===== src/rtl/uart_if.sv =====
// Receive-side UART signal bundle: serial line, flow control and the decoded byte.
interface uart_if #(
   parameter int unsigned DATA_BITS = 8
);
   logic                 rx;
   logic                 rts;
   logic                 cts;
   logic [DATA_BITS-1:0] rx_data;
   logic                 rx_data_ready;

   modport slave (
      input  rx,
      input  rts,
      output cts,
      output rx_data,
      output rx_data_ready
   );

   modport master (
      output rx,
      output rts,
      input  cts,
      input  rx_data,
      input  rx_data_ready
   );
endinterface


===== src/rtl/uart.sv =====
// Receive-only 8N1 UART clocked at the baud rate (one sample per bit), with an
// input synchroniser, optional line inversion and a one-cycle byte strobe.
module uart #(
   parameter int unsigned DATA_BITS   = 8,
   parameter bit          RX_INVERTED = 1'b1,
   parameter int unsigned SYNC_STAGES = 2
) (
   input  logic   clock_115200hz,
   input  logic   reset,
   uart_if.slave  bus
);
   localparam int unsigned CNT_W = $clog2(DATA_BITS + 1);

   typedef enum logic [1:0] {
      IDLE,
      DATA,
      STOP,
      WAIT_IDLE
   } state_e;

   state_e               state_q, state_d;
   logic [SYNC_STAGES-1:0] sync_q, sync_d;
   logic [CNT_W-1:0]     bitcnt_q, bitcnt_d;
   logic [DATA_BITS-1:0] shift_q, shift_d;
   logic [DATA_BITS-1:0] rx_data_q, rx_data_d;
   logic                 rx_data_ready_q, rx_data_ready_d;
   logic                 cts_q, cts_d;
   logic                 unused_rts_q, unused_rts_d;
   logic                 line_c;

   // Oldest synchroniser stage is the decoded, logical-polarity line.
   assign line_c = sync_q[SYNC_STAGES-1];

   always_ff @(posedge clock_115200hz) begin
      if (reset) begin
         state_q         <= IDLE;
         sync_q          <= '1;
         bitcnt_q        <= '0;
         shift_q         <= '0;
         rx_data_q       <= '0;
         rx_data_ready_q <= 1'b0;
         cts_q           <= 1'b0;
         unused_rts_q    <= 1'b0;
      end else begin
         state_q         <= state_d;
         sync_q          <= sync_d;
         bitcnt_q        <= bitcnt_d;
         shift_q         <= shift_d;
         rx_data_q       <= rx_data_d;
         rx_data_ready_q <= rx_data_ready_d;
         cts_q           <= cts_d;
         unused_rts_q    <= unused_rts_d;
      end
   end

   always_comb begin
      state_d         = state_q;
      bitcnt_d        = bitcnt_q;
      shift_d         = shift_q;
      rx_data_d       = rx_data_q;
      rx_data_ready_d = 1'b0;
      unused_rts_d    = bus.rts;
      sync_d          = {sync_q[SYNC_STAGES-2:0], bus.rx ^ RX_INVERTED};

      unique case (state_q)
         IDLE: begin
            if (!line_c) begin
               bitcnt_d = '0;
               state_d  = DATA;
            end
         end
         DATA: begin
            // LSB arrives first, so shift in from the top.
            shift_d  = {line_c, shift_q[DATA_BITS-1:1]};
            bitcnt_d = bitcnt_q + CNT_W'(1);
            if (bitcnt_q == CNT_W'(DATA_BITS - 1)) begin
               state_d = STOP;
            end
         end
         STOP: begin
            if (line_c) begin
               rx_data_d       = shift_q;
               rx_data_ready_d = 1'b1;
               state_d         = IDLE;
            end else begin
               state_d = WAIT_IDLE;
            end
         end
         WAIT_IDLE: begin
            // Hold off until the line idles so a break is not seen as 0x00 frames.
            if (line_c) begin
               state_d = IDLE;
            end
         end
         default: state_d = IDLE;
      endcase

      cts_d = (state_d == IDLE);
   end

   assign bus.cts           = cts_q;
   assign bus.rx_data       = rx_data_q;
   assign bus.rx_data_ready = rx_data_ready_q;
endmodule


===== src/flat_wrapper.sv =====
// flat-port wrapper written by rule: the top's interface ports become plain ports
module uart_flat 
#(
   parameter int unsigned DATA_BITS   = 8,
   parameter bit          RX_INVERTED = 1'b1,
   parameter int unsigned SYNC_STAGES = 2
)
  (clock_115200hz, reset, bus_rx, bus_rts, bus_cts, bus_rx_data, bus_rx_data_ready);
  uart_if #(.DATA_BITS(DATA_BITS)) bus_i ();
  input  logic clock_115200hz;
  input  logic reset;
  input wire logic [$bits(bus_i.rx)-1:0] bus_rx;
  input wire logic [$bits(bus_i.rts)-1:0] bus_rts;
  output wire logic [$bits(bus_i.cts)-1:0] bus_cts;
  output wire logic [$bits(bus_i.rx_data)-1:0] bus_rx_data;
  output wire logic [$bits(bus_i.rx_data_ready)-1:0] bus_rx_data_ready;
  assign bus_i.rx = bus_rx;
  assign bus_i.rts = bus_rts;
  assign bus_cts = bus_i.cts;
  assign bus_rx_data = bus_i.rx_data;
  assign bus_rx_data_ready = bus_i.rx_data_ready;
  uart #(.DATA_BITS(DATA_BITS), .RX_INVERTED(RX_INVERTED), .SYNC_STAGES(SYNC_STAGES)) u_core (.clock_115200hz(clock_115200hz), .reset(reset), .bus(bus_i));
endmodule

===== config.mk =====
export PLATFORM = sky130hd
export DESIGN_NAME = uart_flat
export DESIGN_NICKNAME = d
export VERILOG_FILES = /design/src/rtl/uart_if.sv /design/src/rtl/uart.sv /design/src/flat_wrapper.sv
export SDC_FILE = /design/constraint.sdc
export NUM_CORES = 1
export LEC_CHECK = 0
export BUFFER_PORTS_ARGS = -buffer_cell sky130_fd_sc_hd__buf_2
export CAP_MARGIN = 20
export CORE_MARGIN = 2
export CORE_UTILIZATION = 48
export CTS_CLUSTER_SIZE = 30
export DETAILED_ROUTE_END_ITERATION = 6
export HOLD_SLACK_MARGIN = 0.1
export PLACE_DENSITY = 0.81
export SYNTH_ARGS = -nofsm -noshare
export SYNTH_HDL_FRONTEND = slang
export SYNTH_SLANG_ARGS = --single-unit
export TNS_END_PERCENT = 1

===== constraint.sdc =====
create_clock -name clock_115200hz -period 1.09 [get_ports clock_115200hz]
set_input_delay 0.218 -clock clock_115200hz [delete_from_list [all_inputs] [get_ports clock_115200hz]]
set_output_delay 0.218 -clock clock_115200hz [all_outputs]
set_load 0.05 [all_outputs]

Word level (Yosys, flattened, before mapping)
Cells that the tools add are included.
Word-level totals
  register bits: 26
  latch bits: 0
  RAM bits: 0
  ROM bits: 0
  input bits: 4
  output and inout bits: 10
  word-level logic and storage cells: 29
  memories: 0
Cells by class
  $add $sub $neg: 1
  multipliers: 0
  divide/modulo/power cells: 0
  magnitude comparators: 0
  equal/unequal tests: 5
  shifts and indexed selects: 0
  muxes and demuxes: 8
  bitwise operators: 2
  reduce and logical (&&, ||, !) cells: 6
Operator list (number)
  $mux 2: 4
  $pmux 2 s4: 1
  $pmux 4 s2: 1
  $add 4x1->4 const B: 1
  $eq 2x2->1 const B: 2
  $eq 4x3->1 const B: 1
  $logic_not 2->1: 2
  $mux 4: 1
  $reduce_and 2->1: 2
  $eq 2x1->1 const B: 1
  $ne 2x2->1 const B: 1
  $not 1->1: 2
  $reduce_bool 2->1: 1
  $reduce_or 2->1: 1
  $mux 1: 1

Depth between registers and ports, before layout
  depth after elaboration: 4
  depth in mapped cells: 5
  gate-level depth less buffers: 4

Worst setup path before layout
Ideal clock, no wire load.
  path kind: flip-flop to flip-flop
  start: register u_core.state_q[1]
  end: register u_core.bitcnt_q[3]
  library setup time: 74 ps
  arrival time: 1127 ps
  data required time: 1016 ps
  setup slack: -111 ps
  stages on the path, launching flop included: 6
  path buffers: 2
  clock period less this slack: 1201 ps
  path through: dfxtp_1 buf_6 nand2b_4 buf_6 or3_1 a31oi_1
Between the ends
  longest elaborated chain between the ends: 3
  elaborated cells between the ends (all ways): 6
  those cells by class: eq/ne: 2; mux: 1; reduce/logical: 3
RTL lines
  start, declared: RTL line uart.sv:21  | state_e state_q, state_d;
  start signal, assigned: RTL line uart.sv:45  | state_q <= state_d;
  $logic_not 2->1 or $eq 2x1->1 (tied branches): RTL line uart.sv:65  | unique case (state_q)
  $ne 2x2->1 (no line) or $reduce_bool 2->1 (tied branches)
  $reduce_and 2->1 (no line)
  end signal, assigned: RTL line uart.sv:47  | bitcnt_q <= bitcnt_d;
  end, declared: RTL line uart.sv:23  | logic [CNT_W-1:0] bitcnt_q, bitcnt_d;
Several ways; a longest one is shown, not always the timed one.
A chain may end at the register's enable or synchronous reset.

Worst setup path after layout
  start: register u_core.state_q[0]
  end: register u_core.rx_data_q[6], in the netlist u_core.bus.rx_data[6]
Between the ends
  longest elaborated chain between the ends: 2
RTL lines
  $eq 2x2->1: RTL line uart.sv:65
  $reduce_and 2->1 (no line)
  end signal, assigned: RTL line uart.sv:49  | rx_data_q <= rx_data_d;
  end, declared: RTL line uart.sv:25  | logic [DATA_BITS-1:0] rx_data_q, rx_data_d;
Every way passes these cells.

==> insert_results.sql <==
INSERT INTO impl_metrics (metric_group, metric, value, unit) VALUES
('die', 'core_region', '0.001922', 'mm²'),
('global_routing', 'overflow', '0', ''),
('place', 'preCtsSetupSlack', '-0.1365', 'ns'),
('sta', 'worst-slew-pin-transition', '0.4352', 'ns'),
('global_routing', 'grt_pass1_wl', '3077', 'µm'),
('synth', 'yosysWarnings', '0', ''),
('route', 'drt-initial-drc-count', '14', ''),
('setup_path', 'critical_path.startpoint', 'u_core.state_q[0]$_SDFF_PP0_', ''),
('global_routing', 'grtUsageTotal', '16.71', '%'),
('clocking', 'clk_transition_reported_paths', '0.14', 'ns'),
('place', 'post-place-cells', '153', ''),
('clocking', 'clock_sink_count', '26', ''),
('setup_path', 'rr_startpoint', 'u_core.state_q[0]$_SDFF_PP0_', ''),
('power', 'vdd_ir_drop_max', '0.0008813', 'V'),
('synth', 'syn-instance-count', '112', ''),
('die', 'io_pins', '14', ''),
('global_routing', 'grt_util_met1', '17.05', '%'),
('sta', 'clock.fmax', '0.9198', 'GHz'),
('cells_and_area', 'layout_commonest_cell', 'sky130_fd_sc_hd__nand2_1', ''),
('route', 'drtPass1Iterations', '4', ''),
('global_routing', 'antenna_found_initial', '0', ''),
('sta', 'fin_hold_viols', '0', ''),
('setup_path', 'cpPeakStageDelay', '0.39', 'ns'),
('route', 'wire_per_inst', '11.92', 'µm'),
('route', 'remaining_number_of_nets_flagged_by_the_antenna_check_after_routing', '0', ''),
('sta', 'finalWorstSetupSlack', '0.002768', 'ns'),
('route', 'post_drt_via_cell_ratio', '5.157', ''),
('setup_path', 'cp_max_fo', '9', ''),
('clocking', 'clock_path_buffers', '2', ''),
('setup_path', 'list_of_cells_traversed_by_the_critical_path', 'buf_4 -> nand3b_1 -> buf_6 -> nand2_1 -> a21oi_1', ''),
('clocking', 'clock_latency', '0.32', 'ns'),
('clocking', 'tritoncts', 'done', ''),
('power', 'p_per_area', '1374', 'mW/mm²'),
('sta', 'final_min_period_over_clock_period', '99.75', '%'),
('global_routing', 'grt_max_degree', '27', ''),
('setup_path', 'regToRegSetupSlack', '0.003', 'ns'),
('sta', 'slew-limit-headroom', '70.98', '%'),
('sta', 'hold-worst-slack', '0.3195', 'ns'),
('place', 'hpwl', '1249', 'µm'),
('setup_path', 'worst-setup-path-type', 'flop to flop', ''),
('flow_run', 'drv_cap', '0', ''),
('hold_path', 'timing.hold.worst_path_depth', '2', ''),
('global_routing', 'globalRoute.busiestLayer', 'met2', ''),
('place', 'placed_cell_area', '0.001089', 'mm²'),
('cells_and_area', 'final_cell_mix', 'sky130_fd_sc_hd__nand2_1 (26), sky130_fd_sc_hd__a21oi_1 (18), sky130_fd_sc_hd__dfxtp_2 (13)', ''),
('setup_path', 'critical_path_arrival', '1.30', 'ns'),
('sta', 'rsz_0062_raised_after_global_routing', 'true', ''),
('sta', 'fin_skew', '0.006660', 'ns'),
('cells_and_area', 'layout.cell_area.non_filler', '0.001261', 'mm²'),
('clocking', 'root_buffer_cell', 'sky130_fd_sc_hd__clkbuf_4', ''),
('synth', 'synth.avg_cell_area', '8.636', 'µm²'),
('setup_path', 'cp_data_required_time', '1.30', 'ns'),
('synth', 'number_of_distinct_library_cells_after_synthesis', '21', ''),
('route', 'drt-total-wl', '1896', 'µm'),
('setup_path', 'worstRegToRegCells', '5', ''),
('setup_path', 'crit_path_launch_type', 'flop', ''),
('die', 'die_area', '0.002390', 'mm²'),
('clocking', 'htree_num_levels', '1', ''),
('place', 'io_buffers', '12', ''),
('power', 'p_leak', '0.4722', 'nW'),
('cells_and_area', 'num_antenna_cells', '0', ''),
('global_routing', 'met3_usage_grt', '3.681', '%'),
('sta', 'finalSetupViolCount', '0', ''),
('setup_path', 'critical_path_top_delay_cell', 'sky130_fd_sc_hd__dfxtp_4', ''),
('global_routing', 'globalRouteMet2Util', '32.19', '%'),
('outcome', 'run_status', 'finished, final reports clean', ''),
('sta', 'final-max-slew-violation-count', '0', ''),
('route', 'remaining_drc_errors', '0', ''),
('synth', 'synth_fp_nets', '117', ''),
('cells_and_area', 'flow.area_growth_from_synthesis', '30.40', '%'),
('clocking', 'number_of_buffers_created_by_cts', '3', '');
## per-layer routing
| layer | vias to the layer above | wire length (µm) |
|---|---|---|
| li1 | 413 | - |
| met3 | 4 | 62 |
| met5 | - | 0 |
| met4 | 0 | 21 |
| met2 | 19 | 1006 |
| met1 | 384 | 805 |
## sequential cells by signal, summed over array words and instances (netlist names)
register and cells:
u_core.bitcnt_q 4, u_core.bus.rx_data 8, u_core.bus.cts 1, u_core.bus.rx_data_ready 1
u_core.state_q 2, u_core.sync_q 2, u_core.shift_q 8
## logic make-up after synthesis
group	share of synthesized area (%)
compound gates	13.84
fa+ha+maj	1.293
buf+inv	4.915
flops	53.82
simple gates	26.13
## where the power goes
| group | internal [mW] | leakage (nW) | switching [mW] |
|---|---|---|---|
| combinational | 0.0446 | 0.227 | 0.0605 |
| clock | 0.372 | 0.0279 | 0.282 |
| sequential | 0.964 | 0.217 | 0.0106 |
| total | 1.38 | 0.472 | 0.353 |
## worst max-delay path, delay by kind of cell (launching register included)
family	cells	cell delay (ns)
flip-flops	1	0.39
buffers and inverters	2	0.29
AND/OR/NAND/NOR	2	0.24
AO/OA/AOI/OAI	1	0.06
## cell usage after synthesis
| master | number | area, µm² |
|---|---|---|
| sky130_fd_sc_hd__clkbuf_1 | 4 | 15.01 |
| sky130_fd_sc_hd__nand3_1 | 10 | 50.05 |
| sky130_fd_sc_hd__or2_2 | 1 | 6.260 |
| sky130_fd_sc_hd__buf_6 | 2 | 22.52 |
| sky130_fd_sc_hd__or3_1 | 1 | 6.260 |
| sky130_fd_sc_hd__ha_1 | 1 | 12.51 |
| sky130_fd_sc_hd__nand3b_1 | 1 | 7.510 |
| sky130_fd_sc_hd__nor2b_1 | 4 | 25.02 |
| sky130_fd_sc_hd__o21ai_0 | 4 | 20.02 |
| sky130_fd_sc_hd__a31oi_1 | 1 | 6.260 |
| sky130_fd_sc_hd__nand2_1 | 26 | 97.59 |
| sky130_fd_sc_hd__nand2b_4 | 1 | 13.76 |
| sky130_fd_sc_hd__nor2_1 | 4 | 15.01 |
| sky130_fd_sc_hd__nor3b_1 | 2 | 15.01 |
| sky130_fd_sc_hd__nand2b_1 | 1 | 6.260 |
| sky130_fd_sc_hd__a211oi_1 | 1 | 7.510 |
| sky130_fd_sc_hd__a21oi_1 | 18 | 90.09 |
| sky130_fd_sc_hd__o21ba_2 | 1 | 10.01 |
| sky130_fd_sc_hd__buf_2 | 2 | 10.01 |
| sky130_fd_sc_hd__dfxtp_1 | 26 | 520.5 |
| sky130_fd_sc_hd__and4b_1 | 1 | 10.01 |
## per-stage QoR
step / util, % / TNS, ns / total power [mW]
after CTS: 63.61 / 0 / 1.745
after floorplan: - / -0.07141 / 1.059
after global routing: 65.63 / -0.4319 / 1.800
final: 65.63 / 0 / 1.733
after global placement: 56.64 / -0.7860 / 1.091
after detailed placement: 56.64 / -1.077 / 1.094
## final timing paths
path,to
setup / recovery,u_core.bus.rx_data[6]$_SDFFE_PP0P_
hold / removal,u_core.bus.cts$_SDFF_PP0_
setup reg to reg,u_core.bus.rx_data[6]$_SDFFE_PP0P_
hold reg to reg,u_core.sync_q[1]$_SDFF_PP1_
## final cells by class
type                       instances  area (µm²)
sequential                        26       540.5
clock inverter                     1       30.03
tap                               27       33.78
multi-input combinational         78       411.6
fill                             168       660.6
clock buffer                       3       22.52
timing repair buffer              24       222.7
## timing repair
action	CTS	global route
buffers inserted	1	0
hold endpoints to repair	1	0
gates resized for setup	25	17
setup endpoints to repair	27	21
hold buffers	1	0
pin swaps	0	0
(Power assumes the default switching activity.)
